===== config.mk =====
export PLATFORM = sky130hd
export DESIGN_NAME = sync_fifo_flags
export DESIGN_NICKNAME = d
export VERILOG_FILES = /design/src/rtl/sync_fifo_flags.sv
export SDC_FILE = /design/constraint.sdc
export NUM_CORES = 1
export LEC_CHECK = 0
export BUFFER_PORTS_ARGS = -buffer_cell sky130_fd_sc_hd__buf_2
export CAP_MARGIN = 25
export CORE_UTILIZATION = 50
export DETAILED_ROUTE_END_ITERATION = 10
export GPL_TIMING_DRIVEN = 1
export PLACE_DENSITY = 0.65
export SKIP_LAST_GASP = 1
export SLEW_MARGIN = 20
export SYNTH_ARGS = -nofsm -noshare
export SYNTH_HDL_FRONTEND = slang
export SYNTH_SLANG_ARGS = --single-unit

===== constraint.sdc =====
create_clock -name i_clk -period 3.7 [get_ports i_clk]
set_input_delay 0.74 -clock i_clk [delete_from_list [all_inputs] [get_ports i_clk]]
set_output_delay 0.74 -clock i_clk [all_outputs]
set_load 0.01 [all_outputs]

===== src/rtl/sync_fifo_flags.sv =====
// Single-clock FIFO with standard or first-word-fall-through read, programmable
// almost-full/almost-empty thresholds, fill level and sticky overflow/underflow flags.
module sync_fifo_flags #(
  parameter int unsigned WIDTH     = 8,
  parameter int unsigned DEPTH     = 16,
  parameter int unsigned FWFT      = 0,
  parameter int unsigned AFULL_TH  = DEPTH - 2,
  parameter int unsigned AEMPTY_TH = 2
) (
  input  logic                     i_clk,
  input  logic                     i_rst,
  input  logic                     i_wr_inc,
  input  logic [WIDTH-1:0]         i_datain,
  output logic                     o_wr_full,
  output logic                     o_wr_afull,
  input  logic                     i_rd_inc,
  output logic [WIDTH-1:0]         o_dataout,
  output logic                     o_rd_empty,
  output logic                     o_rd_aempty,
  output logic [$clog2(DEPTH):0]   o_level,
  input  logic                     i_clr_err,
  output logic                     o_overflow,
  output logic                     o_underflow
);

  localparam int unsigned ADDR_SIZE = $clog2(DEPTH);

  localparam logic [ADDR_SIZE:0] LevelFull  = (ADDR_SIZE + 1)'(DEPTH);
  localparam logic [ADDR_SIZE:0] LevelAfull = (ADDR_SIZE + 1)'(AFULL_TH);
  localparam logic [ADDR_SIZE:0] LevelAempt = (ADDR_SIZE + 1)'(AEMPTY_TH);

  logic [WIDTH-1:0]     mem [DEPTH];
  logic [ADDR_SIZE-1:0] wptr_q, rptr_q;
  logic [ADDR_SIZE:0]   level_q;
  logic                 ovf_q, udf_q;
  logic                 wr_ok, rd_ok;

  // Flags decode the registered level only, so a same-cycle read never frees a slot
  // for a write and a same-cycle write never feeds a read.
  always_comb begin
    o_wr_full   = (level_q == LevelFull);
    o_rd_empty  = (level_q == '0);
    o_wr_afull  = (level_q >= LevelAfull);
    o_rd_aempty = (level_q <= LevelAempt);
    o_level     = level_q;
    o_overflow  = ovf_q;
    o_underflow = udf_q;
    wr_ok       = i_wr_inc & ~o_wr_full;
    rd_ok       = i_rd_inc & ~o_rd_empty;
  end

  always_ff @(posedge i_clk) begin
    if (i_rst) begin
      wptr_q  <= '0;
      rptr_q  <= '0;
      level_q <= '0;
      ovf_q   <= 1'b0;
      udf_q   <= 1'b0;
    end else begin
      if (wr_ok) wptr_q <= wptr_q + ADDR_SIZE'(1);
      if (rd_ok) rptr_q <= rptr_q + ADDR_SIZE'(1);

      unique case ({wr_ok, rd_ok})
        2'b10:   level_q <= level_q + (ADDR_SIZE + 1)'(1);
        2'b01:   level_q <= level_q - (ADDR_SIZE + 1)'(1);
        default: level_q <= level_q;
      endcase

      // A new error in the same cycle as a clear takes priority.
      if (i_wr_inc & o_wr_full) ovf_q <= 1'b1;
      else if (i_clr_err)       ovf_q <= 1'b0;

      if (i_rd_inc & o_rd_empty) udf_q <= 1'b1;
      else if (i_clr_err)        udf_q <= 1'b0;
    end
  end

  // Storage is not reset; a write in a reset cycle is dropped.
  always_ff @(posedge i_clk) begin
    if (!i_rst && wr_ok) mem[wptr_q] <= i_datain;
  end

  if (FWFT != 0) begin : g_fwft
    assign o_dataout = mem[rptr_q];
  end else begin : g_std
    logic [WIDTH-1:0] dout_q;

    always_ff @(posedge i_clk) begin
      if (i_rst)      dout_q <= '0;
      else if (rd_ok) dout_q <= mem[rptr_q];
    end

    assign o_dataout = dout_q;
  end

endmodule


==> results of run 1 <==
## where the power goes
| group | switching, mW | leakage (nW) | total, mW | internal [mW] |
|---|---|---|---|---|
| combinational | 0.445 | 0.632 | 0.783 | 0.338 |
| clock | 0.650 | 0.297 | 1.83 | 1.18 |
| sequential | 0.103 | 1.34 | 2.05 | 1.95 |
## state kept, by name (all words and copies together), names as in the netlist
| register | flops |
|---|---|
| o_dataout | 8 |
| o_overflow | 1 |
| o_underflow | 1 |
| o_level | 5 |
| rptr_q | 4 |
| mem | 128 |
| wptr_q | 4 |
## layer usage
metal | track usage [%] | up-vias
met2 | 32.26 | 98
li1 | - | 1500
met3 | 5.117 | 15
met4 | 9.910 | 0
met5 | 0 | -
met1 | 28.28 | 1613
## worst max path at each step
| stage | from | end | slack, ns | depth (start not counted) |
|---|---|---|---|---|
| finish | o_level[0] | o_level[4] | 0.60 | 11 |
| floorplan | i_rd_inc | o_level[4] | 0.82 | 10 |
| global placement | i_wr_inc | o_level[4] | 0.66 | 10 |
| detailed placement | i_wr_inc | o_level[4] | 0.57 | 10 |
| global route | o_level[0] | o_level[4] | 0.33 | 11 |
| CTS | o_level[0] | o_level[4] | 0.57 | 11 |
## cell families after synthesis
| group | count (synthesis) | synth area share, % |
|---|---|---|
| adders and majority gates | 10 | 2.202 |
| buffers and inverters | 28 | 2.265 |
| xor gates and xnor gates | 8 | 1.164 |
| DFF | 151 | 71.47 |
| AOI/OAI and AO/OA | 44 | 5.153 |
| and+or+nand+nor | 80 | 5.921 |
| muxes | 51 | 11.82 |
## worst register-to-register path: cells and delay by family, from the launching register on
family	cells	cell delay, ns
buffers and inverters	2	0.21
muxes	1	0.31
AOI/OAI and AO/OA	2	0.35
DFF	1	0.37
and+or+nand+nor	4	1.13
adders and majority gates	2	0.63
## final cells by class
class	count	area [µm²]	share of cell area, %
Sequential cell	151	4305	62.16
Multi-Input combinational cell	193	1585	22.89
Tap cell	143	178.9	2.583
Clock buffer	17	425.4	6.142
Clock inverter	14	207.7	2.999
Inverter	9	33.78	0.4877
Timing Repair Buffer	34	190.2	2.746
## layout by cell type, fill, tap and decap left out, drive strengths merged, types with 3 or more instances in the layout
master / n
clkinv: 4
clkinvlp: 5
nor2: 53
bufinv: 5
xnor2: 3
mux2i: 34
clkbuf: 17
inv: 9
mux4: 16
dfxtp: 23
nand2: 9
xor2: 5
buf: 34
ha: 9
a22oi: 10
a21oi: 5
nand3: 3
a311oi: 8
nor2b: 4
o22ai: 16
edfxtp: 128
==> run metrics, run 1 <==
outcome finished with violations; failing checks DRC; clk buf depth 2; worst reg2reg path depth 11; Synth top area share 63.83%; Synth area leaders edfxtp_1 64%, dfxtp_1 7.6%, mux4_2 6.0%, mux2i_1 5.7%, nor2_1 3.3%; FFs w/ async S/R, synth 0%; Period Utilization, post-route 83.88%; Design Area, Final 0.006927 mm²; post-synthesis sequential area ratio 71.47%; M1 WL 5226 µm; routed vias/inst 5.750; share of layout cells above drive strength 1 20.57%; Total GRT Usage 20.96%; Rel. slew slack 35.71%; pwr dens 674.1 mW/mm²; Buf+Inv Stages, Crit Path 2; initial DRC count 265; Setup CP Type register to register; crit path DAT 3.42 ns; pin count of the biggest net entering global routing 32; Placer Congestion 0.7949; fin cells 561; endpoints failing setup 0; boundary pin count 32; WL final 11930 µm; clk slew on worst S/H paths 0.06 ns; post-CTS setup buffer count 0; # DRC 4; Fin Setup TNS 0 ns; Hold Path Origin o_dataout[2]; die height 111.7 µm; Final Hold Vio Count 0; Leak 2.271 nW; worst r2r src o_level[0]; first-pass GRT wire length 18570 µm; CP cell instances nor4_2 > a21boi_2 > inv_1 > ha_1 > inv_1 > fa_1 > nor2b_1 > o21ai_0 > nand3_1 > or3b_1 > mux2_1; placed inst area 0.006294 mm²; Place WS 0.5681 ns; initial core utilization 52.07%; hold buffer count at cts 0; Slew Viols, Final 0; clock latency on the worst-skew pair 0.43 ns; reg-to-reg endpoint o_level[4]; worst hold path depth 2; CP max stage delay 0.53 ns; critical path fanouts, max 9; HP Class register to register; RSZ-0062 raised after global routing false; Synth Register Bits 151; Post-CTS Resized 0; Least-Margin Pin Slew 0.9644 ns; Crit path top cell by count inv_1; die area 0.01249 mm²; min Tclk post-route 3.104 ns; CTS tree done; Commonest cells post-synth 128 x edfxtp_1, 53 x nor2_1, 34 x mux2i_1, 23 x dfxtp_1; detailed-route via count 3226; WL met3 718 µm; maxcap violations 0; Final Worst Setup Slack 0.5965 ns; Synth area leader edfxtp_1; first-pass iteration count of the detailed router 9; Max Used Layer met4; critical path data required time 4.01 ns; overall power 4.669 mW; port bufs 31; antenna cell count 0; syn_area_per_cell 16.19 µm²; Num CTS Buffers 17; FILL cells 881; Final Core Density 59.89%; fmax 322.2 MHz; core area 0.01156 mm²; vias in the first global route 3284; Ys Warns 0; clk sinks 151; initial antenna violation count 0; Syn-to-layout area delta 15.02%; prevailing post-synth register cell edfxtp_1; Worst path slowest cell nor4_2; wire per inst 21.27 µm; flop2flop setup slack 0.60 ns; hold slack 0.4923 ns; Syn Nets 395; Post-Syn Area 0.006022 mm²; Post-synth EDFFs 128; Root Driver clkbuf_16; post-DP HPWL 7397 µm; CP delay by family, top simple AND/OR/NAND/NOR gates; H-tree depth 4; skew final 0.01341 ns; CP endpoint kind register; DR WL met2 5776 µm; Post-Syn Instances 372; layout net count 429; Peak supply drop 0.3587 mV; CP startpoint kind register; GRT Residual Overflow 0; Rows 39; Synth cell types 36; Detail Route Antenna Nets 0; worst hold endpoint o_dataout[2]; Die W 111.7 µm; Inst Count DP 530; top-count cell post-synth edfxtp_1
No activity file was read; power rests on OpenSTA's default activity.
==> inputs of run 2 (changes only) <==
clock period = 3 ns   (was 3.7 ns; I/O delays follow)
==> run metrics, run 2 (synthesis results as in run 1) <==
hold buffer count at cts 0 (unchanged); antenna cell count 0 (unchanged); die area 0.01249 mm² (unchanged); Least-Margin Pin Slew 0.8261 ns (was 0.9644 ns); failing checks DRC (unchanged); post-CTS setup buffer count 0 (unchanged); share of layout cells above drive strength 1 23.23% (was 20.57%); clk slew on worst S/H paths 0.06 ns (about the same); layout net count 450 (was 429); clock latency on the worst-skew pair 0.42 ns (was 0.43 ns); worst reg2reg path depth 11 (unchanged); Fin Setup TNS 0 ns (unchanged); routed vias/inst 5.632 (was 5.750); routing usage on met1 29.56% (was 28.28%); pwr dens 787.9 mW/mm² (was 674.1 mW/mm²); GRT busiest layer met2 (unchanged); die height 111.7 µm (unchanged); critical path data required time 3.30 ns (was 4.01 ns); Critical path origin o_level[2] (was o_level[0]); critical path fanouts, max 6 (was 9); Period Utilization, post-route 93.50% (was 83.88%); skew final 0.006390 ns (was 0.01341 ns); placed inst area 0.006439 mm² (was 0.006294 mm²); Detail Route Antenna Nets 0 (unchanged); Placer Congestion 0.7737 (was 0.7949); Setup CP Type register to register (unchanged); core area 0.01156 mm² (unchanged); crit path DAT 3.11 ns (was 3.42 ns); reg-to-reg endpoint o_level[4] (unchanged); clk buf depth 2 (unchanged); Rel. slew slack 44.72% (was 35.71%); Root Driver clkbuf_16 (unchanged); Total GRT Usage 21.35% (was 20.96%); Num CTS Buffers 17 (unchanged); RSZ-0062 raised after global routing false (unchanged); WL final 12040 µm (was 11930 µm); Final Hold Vio Count 0 (unchanged); Design Area, Final 0.006989 mm² (was 0.006927 mm²); endpoints failing setup 0 (unchanged); initial core utilization 52.07% (unchanged); maxcap violations 0 (unchanged); Leak 2.357 nW (was 2.271 nW); grt met2 use 32.92% (was 32.26%); # DRC 4 (unchanged); Peak supply drop 0.4477 mV (was 0.3587 mV); FILL cells 876 (was 881); H-tree depth 4 (unchanged); Post-CTS Resized 0 (unchanged); first-pass GRT wire length 18950 µm (was 18570 µm); HP Class input port to register (was register to register); CP Capture Point o_level[4] (unchanged); outcome finished with violations (unchanged); worst r2r src o_level[2] (was o_level[0]); initial DRC count 273 (was 265); post-DP HPWL 7626 µm (was 7397 µm); CTS tree done (unchanged); detailed-route via count 3278 (was 3226); pin count of the biggest net entering global routing 21 (was 32); GRT Residual Overflow 0 (unchanged); Slew Viols, Final 0 (unchanged); met3 GRT Util 4.682% (was 5.117%); number of flip-flops in the largest register 128 (unchanged); fmax 356.5 MHz (was 322.2 MHz); flop2flop setup slack 0.19 ns (was 0.60 ns); min Tclk post-route 2.805 ns (was 3.104 ns); wire per inst 20.69 µm (was 21.27 µm); boundary pin count 32 (unchanged); vias in the first global route 3346 (was 3284); CP endpoint kind register (unchanged); Syn-to-layout area delta 16.06% (was 15.02%); Die W 111.7 µm (unchanged); first-pass iteration count of the detailed router 7 (was 9); clk sinks 151 (unchanged); Biggest register mem (unchanged); CP startpoint kind register (unchanged); commonest non-fill, non-tap cell in the layout edfxtp_1 (unchanged); Rows 39 (unchanged); initial antenna violation count 0 (unchanged); port bufs 31 (unchanged); commonest non-fill, non-tap cells in the layout 128 x edfxtp_1, 53 x nor2_1, 34 x mux2i_1 (unchanged)
## run 2: cell count changes in the layout (fill, tap and decap cells not counted)
cell        delta
nor4_4         +1
clkinv_1       +5
bufinv_16      -3
clkinvlp_4     -4
clkinv_2       +2
buf_12         -1
buf_4         +22
nor4_2         -1
## run 2: layout make-up
class	count	area, µm²	share of cell area, %
multi-input combinational	193	1594	22.81
sequential	151	4305	61.60
clock buffer	17	425.4	6.087
clock inverter	14	116.4	1.665
timing repair buffer	55	335.3	4.798
inverter	9	33.78	0.4834
tap	143	178.9	2.560
## run 2: worst min-delay path by stage
stage | end | from | slack (ns) | cells past startpoint
2_1_floorplan | o_dataout[0] | o_dataout[0] | 0.52 | 2
5_1_grt | o_overflow | i_wr_inc | 0.47 | 3
4_1_cts | o_overflow | i_wr_inc | 0.44 | 3
3_3_place_gp | o_dataout[6] | o_dataout[6] | 0.49 | 2
6_report | o_overflow | i_wr_inc | 0.45 | 3
3_5_place_dp | o_dataout[3] | o_dataout[3] | 0.50 | 2
## run 2: metrics by stage
stage	setup WS [ns]	util [%]	std cells	power, mW	hold slack, ns
6_report	0.1949	60.43	582	5.507	0.4475
4_1_cts	0.09445	60.36	582	5.541	0.4368
3_5_place_dp	0.1027	55.67	551	3.576	0.4969
3_3_place_gp	0.2542	55.67	551	3.539	0.4890
2_1_floorplan	0.2145	-	372	3.220	0.5184
5_1_grt	0.01096	60.43	582	5.741	0.4693
## run 2: per-layer routing
layer / share of wire (%) / vias to the layer above
li1: - / 1542
met1: 45 / 1636
met2: 48 / 84
met3: 5.4 / 16
met4: 1.6 / 0
met5: 0 / -
## run 2: power by group
group          leakage (nW)  internal, mW  switching [mW]
Sequential             1.34          2.40           0.103
Combinational         0.746         0.448           0.583
Clock                 0.269          1.19           0.778
## run 2: worst max-delay path, cell delays in order (launching register included)
cell,delay (ns)
dfxtp_1,0.38
nor4_4,0.34
a21boi_2,0.11
inv_1,0.06
ha_1,0.23
inv_1,0.11
fa_1,0.39
nor2b_1,0.17
o21ai_0,0.14
nand3_1,0.10
or3b_1,0.36
mux2_1,0.31
